--- config.mk ---
export PLATFORM = sky130hd
export DESIGN_NAME = cycle_meter
export DESIGN_NICKNAME = d
export VERILOG_FILES = /design/src/rtl/cycle_meter_pkg.sv /design/src/rtl/cycle_count_core.sv /design/src/rtl/cycle_meter.sv
export SDC_FILE = /design/constraint.sdc
export NUM_CORES = 1
export LEC_CHECK = 0
export ABC_AREA = 1
export CAP_MARGIN = 20
export CORE_MARGIN = 2
export CORE_UTILIZATION = 30
export DETAILED_ROUTE_END_ITERATION = 10
export HOLD_SLACK_MARGIN = 0.1
export PLACE_DENSITY = 0.6
export SYNTH_ARGS = -nofsm -noshare
export SYNTH_HDL_FRONTEND = slang
export SYNTH_SLANG_ARGS = --single-unit
--- constraint.sdc ---
create_clock -name clk -period 1.85 [get_ports clk]
set_input_delay 0.185 -clock clk [delete_from_list [all_inputs] [get_ports clk]]
set_output_delay 0.185 -clock clk [all_outputs]
set_load 0.02 [all_outputs]
--- src/rtl/cycle_meter_pkg.sv ---
// Shared types for the cycle_meter duration probe.
// State encodings are pinned so debug views stay stable.
package cycle_meter_pkg;

    localparam logic [1:0] ST_IDLE = 2'd0;
    localparam logic [1:0] ST_RUN  = 2'd1;
    localparam logic [1:0] ST_DONE = 2'd2;

    typedef enum logic [1:0] {
        IDLE = ST_IDLE,
        RUN  = ST_RUN,
        DONE = ST_DONE
    } state_t;

endpackage

--- src/rtl/cycle_count_core.sv ---
// Cycle counter with terminal limit and saturate-or-wrap behaviour.
// hit_limit strobes when an increment is attempted at LIMIT.
module cycle_count_core #(
    parameter int unsigned           WIDTH    = 8,
    parameter logic [WIDTH-1:0]      LIMIT    = {WIDTH{1'b1}},
    parameter bit                    SATURATE = 1'b1
) (
    input  logic             clk,
    input  logic             reset,
    input  logic             load_zero,
    input  logic             inc_en,
    output logic [WIDTH-1:0] count,
    output logic             hit_limit
);

    logic [WIDTH-1:0] count_q;
    logic [WIDTH-1:0] count_d;
    logic [WIDTH:0]   sum;

    // Compare at full width so a LIMIT of all-ones cannot alias to zero.
    always_comb begin
        sum       = {1'b0, count_q} + {{WIDTH{1'b0}}, 1'b1};
        count_d   = count_q;
        hit_limit = 1'b0;
        if (load_zero) begin
            count_d = '0;
        end else if (inc_en) begin
            if (sum <= {1'b0, LIMIT}) begin
                count_d = sum[WIDTH-1:0];
            end else begin
                hit_limit = 1'b1;
                count_d   = SATURATE ? LIMIT : '0;
            end
        end
    end

    always_ff @(posedge clk) begin
        if (reset) begin
            count_q <= '0;
        end else begin
            count_q <= count_d;
        end
    end

    assign count = count_q;

endmodule

--- src/rtl/cycle_meter.sv ---
// Start/stop duration probe: control FSM around cycle_count_core.
// Holds the captured result, a sticky overflow flag and a done pulse.
module cycle_meter
    import cycle_meter_pkg::*;
#(
    parameter int unsigned      WIDTH    = 8,
    parameter logic [WIDTH-1:0] LIMIT    = {WIDTH{1'b1}},
    parameter bit               SATURATE = 1'b1
) (
    input  logic             clk,
    input  logic             reset,
    input  logic             start,
    input  logic             stop,
    input  logic             clear,
    output logic [WIDTH-1:0] count,
    output logic [WIDTH-1:0] last_count,
    output logic             busy,
    output logic             done,
    output logic             overflow
);

    state_t           state_q;
    logic [WIDTH-1:0] last_q;
    logic             busy_q;
    logic             done_q;
    logic             ovf_q;
    logic             load_zero;
    logic             inc_en;
    logic             hit_limit;
    logic             in_run;

    assign in_run    = (state_q == RUN);
    assign load_zero = clear | (start & ~(in_run & stop));
    assign inc_en    = in_run & ~stop & ~start & ~clear;

    cycle_count_core #(
        .WIDTH    (WIDTH),
        .LIMIT    (LIMIT),
        .SATURATE (SATURATE)
    ) u_core (
        .clk       (clk),
        .reset     (reset),
        .load_zero (load_zero),
        .inc_en    (inc_en),
        .count     (count),
        .hit_limit (hit_limit)
    );

    always_ff @(posedge clk) begin
        if (reset) begin
            state_q <= IDLE;
            last_q  <= '0;
            busy_q  <= 1'b0;
            done_q  <= 1'b0;
            ovf_q   <= 1'b0;
        end else if (clear) begin
            state_q <= IDLE;
            last_q  <= '0;
            busy_q  <= 1'b0;
            done_q  <= 1'b0;
            ovf_q   <= 1'b0;
        end else begin
            unique case (state_q)
                IDLE: begin
                    done_q <= 1'b0;
                    if (start) begin
                        state_q <= RUN;
                        busy_q  <= 1'b1;
                        ovf_q   <= 1'b0;
                    end
                end
                RUN: begin
                    if (stop) begin
                        state_q <= DONE;
                        last_q  <= count;
                        busy_q  <= 1'b0;
                        done_q  <= 1'b1;
                    end else if (start) begin
                        ovf_q <= 1'b0;
                    end else if (hit_limit) begin
                        ovf_q <= 1'b1;
                    end
                end
                DONE: begin
                    done_q <= 1'b0;
                    if (start) begin
                        state_q <= RUN;
                        busy_q  <= 1'b1;
                        ovf_q   <= 1'b0;
                    end else begin
                        state_q <= IDLE;
                    end
                end
                default: begin
                    state_q <= IDLE;
                    busy_q  <= 1'b0;
                    done_q  <= 1'b0;
                end
            endcase
        end
    end

    assign last_count = last_q;
    assign busy       = busy_q;
    assign done       = done_q;
    assign overflow   = ovf_q;

endmodule

==> run_results.csv <==
group,metric,value,unit
drt,wl_per_cell,12.0,um
place,numPortBuffers,23,
cts,clkSinkCount,21,
worst_hold_path,worstHoldPathType,"flop to flop",
sta,tns,0,ns
sta,timing.slew.headroom,0.759,
sta,rsz0062_at_grt,"false",
final_layout,n_fill_cell,352,
cts,cts-buffers-inserted,3,
final_layout,final_util,0.422,
drt,via_count,1051,
sta,setup_viol_count_final,0,
floorplanning,floorplan.initialDensity,0.313,
cts,cts_resized,0,
setup_path,end_kind,"primary output",
sta,skew,0.00686,ns
synthesis,syn_avg_cell_area,6.97,um^2
setup_path,path_delay_family,"buffers and inverters",
place,dp.cells,220,
place,hpwlAfterDp,1.92,mm
synthesis,syn_area,0.00104,mm^2
setup_path,required,1.66,ns
synthesis,synth_area_leaders,"dfxtp_1 40%, nand2_1 13%, nand3_1 9.6%, inv_1 7.2%, a21oi_1 4.8%",
power_and_ir_drop,total_power,738,uW
cts,cts_buffer_depth,2,
place,placed_area,0.00135,mm^2
final_layout,drive_gt1_frac,0.135,
setup_path,worstPathArrival,1.45,ns
final_layout,final_cell_count_no_fill,224,
synthesis,ys_seq_area_frac,0.402,
cts,clk_pin_slew_worst_paths,0.11,ns
synthesis,synth_ff_type,"dfxtp_1",
floorplanning,core_region_area,0.00334,mm^2
place,gp_congestion,0.900,
cts,clock_latency,0.31,ns
synthesis,synth_most_common_cell,"nand2_1",
synthesis,ys_ff_latch,21,
drt,totalWireLength,2.69,mm
final_layout,layout.nets,186,
final_layout,area_growth,34.9,%
synthesis,synth_async_sr_flop_share,0,
final_layout,multiInputGateArea,528,um^2
cts,cts_hold_buf,0,
drt,via_per_inst,4.69,
global_routing,grt_max_degree,15,
sta,tightest_slew,0.360,ns
synthesis,synthesis.nets,157,
cts,cts_tree,"done",
drt,first_iter_violations,43,
cts,cts-root-buf,"clkbuf_4",
setup_path,path_class,"flop to primary output",
synthesis,syn_inst,150,
setup_path,path_buf_inv,1,
floorplanning,fp.dieArea,0.00397,mm^2
synthesis,synth_top_area_frac,0.402,
sta,fin_crit_sh,0.882,
drt,drc,0,
global_routing,grt-ovfl-total,0,
floorplanning,num_rows,21,
synthesis,synth_edf_count,0,
sta,maxSlewViolCount,0,
sta,period_needed,1.63,ns
job,maxCapViolations,0,
cts,htreeDepth,1,
setup_path,worst_setup_path_start_kind,"flop",
setup_path,crit_path_max_fanout,7,
final_layout,fin_area,0.00141,mm^2
final_layout,diodes,0,
final_layout,sequential_cell_area,429,um^2
floorplanning,die_w,63.0,um
power_and_ir_drop,vdd_drop_max,0.416,mV
synthesis,ys_types,22,
sta,fin_ws,0.218,ns
power_and_ir_drop,p_leak,0.537,nW
global_routing,antenna_found_initial,0,
cts,cts_setup_buffers,0,
drt,final_antenna_net_count,0,
setup_path,cpMaxStageDelayCell,"clkdlybuf4s50_1",
sta,fmax,613,MHz
place,place_ws,0.135,ns
floorplanning,die_y,63.0,um
power_and_ir_drop,power.density,524,mW/mm^2
global_routing,grt_pass1_wl,4.73,mm
synthesis,synth_top_area_cell,"dfxtp_1",
synthesis,synthTopCellsByCount,"35 x nand2_1, 21 x dfxtp_1, 20 x inv_1, 20 x nand3_1",
run_status,status,"completed",
sta,hold_violations,0,
setup_path,critical-path-max-stage-delay,0.66,ns
global_routing,grt_pass1_vias,1021,
floorplanning,ioPinCount,24,
global_routing,grt_usage,0.148,
setup_path,cp_cell_sequence,"clkdlybuf4s50_1",
sta,holdWs,0.467,ns
synthesis,yosys_warnings,0,
drt,first_pass_iters,4,
power breakdown:
part | internal, mW | switching (mW)
Combinational | 0.0259 | 0.0360
Clock | 0.0842 | 0.136
Sequential | 0.453 | 0.00237
final timing paths:
kind / from / endpoint / slack [ns] / cells past startpoint
hold reg to reg: last_count[1]$_SDFFE_PP0P_ / last_count[1]$_SDFFE_PP0P_ / 0.47 / 2
setup reg to reg: u_core.count[0]$_SDFFE_PP0P_ / overflow$_SDFFE_PP0P_ / 0.22 / 13
setup / recovery: u_core.count[3]$_SDFFE_PP0P_ / count[3] / 0.22 / 1
hold / removal: last_count[1]$_SDFFE_PP0P_ / last_count[1]$_SDFFE_PP0P_ / 0.47 / 2
cell type report:
type / count / area share
multi-input cells: 100 / 0.375
inverters: 24 / 0.0657
repair buffers: 29 / 0.195
well taps: 46 / 0.0409
clock buffers: 4 / 0.0187
flip-flops and latches: 21 / 0.305
layout by cell type, fill, tap and decap left out:
cell type	netlist	routed
ha_2	0	1
nand3_1	20	20
o21ai_0	4	4
a21oi_4	1	1
dfxtp_2	0	1
inv_2	3	2
ha_4	0	1
o21bai_1	1	1
buf_4	1	6
nand2_2	2	2
clkdlybuf4s50_1	0	23
inv_4	0	1
clkinv_1	1	1
o211ai_1	4	4
nand2_1	35	35
dfxtp_1	21	18
nand4_1	4	4
dfxtp_4	0	2
a31oi_1	3	3
clkbuf_1	3	1
nor3_1	1	1
nor2_1	10	9
a21oi_2	1	1
inv_1	20	20
nor2_2	0	1
a21oi_1	10	10
nor2_4	2	2
clkbuf_4	0	3
sequential cells by signal (all words and copies together) (netlist names):
register      count
busy              1
done              1
last_count        8
overflow          1
state_q           2
u_core.count      8
per-layer routing:
metal  up-vias  share of wire  GRT usage
met5         -              0          0
met4         0          0.012     0.0472
met3         5          0.067     0.0432
met2        37           0.45      0.231
met1       468           0.47      0.194
li1        541              -          -
worst reg2reg max path, cell delays in order (launching register included):
cell,delay [ns]
dfxtp_4,0.38
inv_1,0.09
ha_4,0.21
nor2_1,0.10
nand2_1,0.06
nor2_1,0.08
nand3_1,0.09
nor2_2,0.12
nand2_1,0.07
nand2_2,0.10
nand2_1,0.06
nand2_1,0.07
nand2_1,0.06
a21oi_2,0.11
kinds of logic (layout without fill, tap and decap cells):
family,count (synthesis),after routing,share of synthesized area
flops,21,21,0.402
fa+ha+maj,2,2,0.0239
simple gates,74,74,0.320
compound gates,24,24,0.145
buf+inv,29,57,0.109
(Power assumes the default switching activity.)
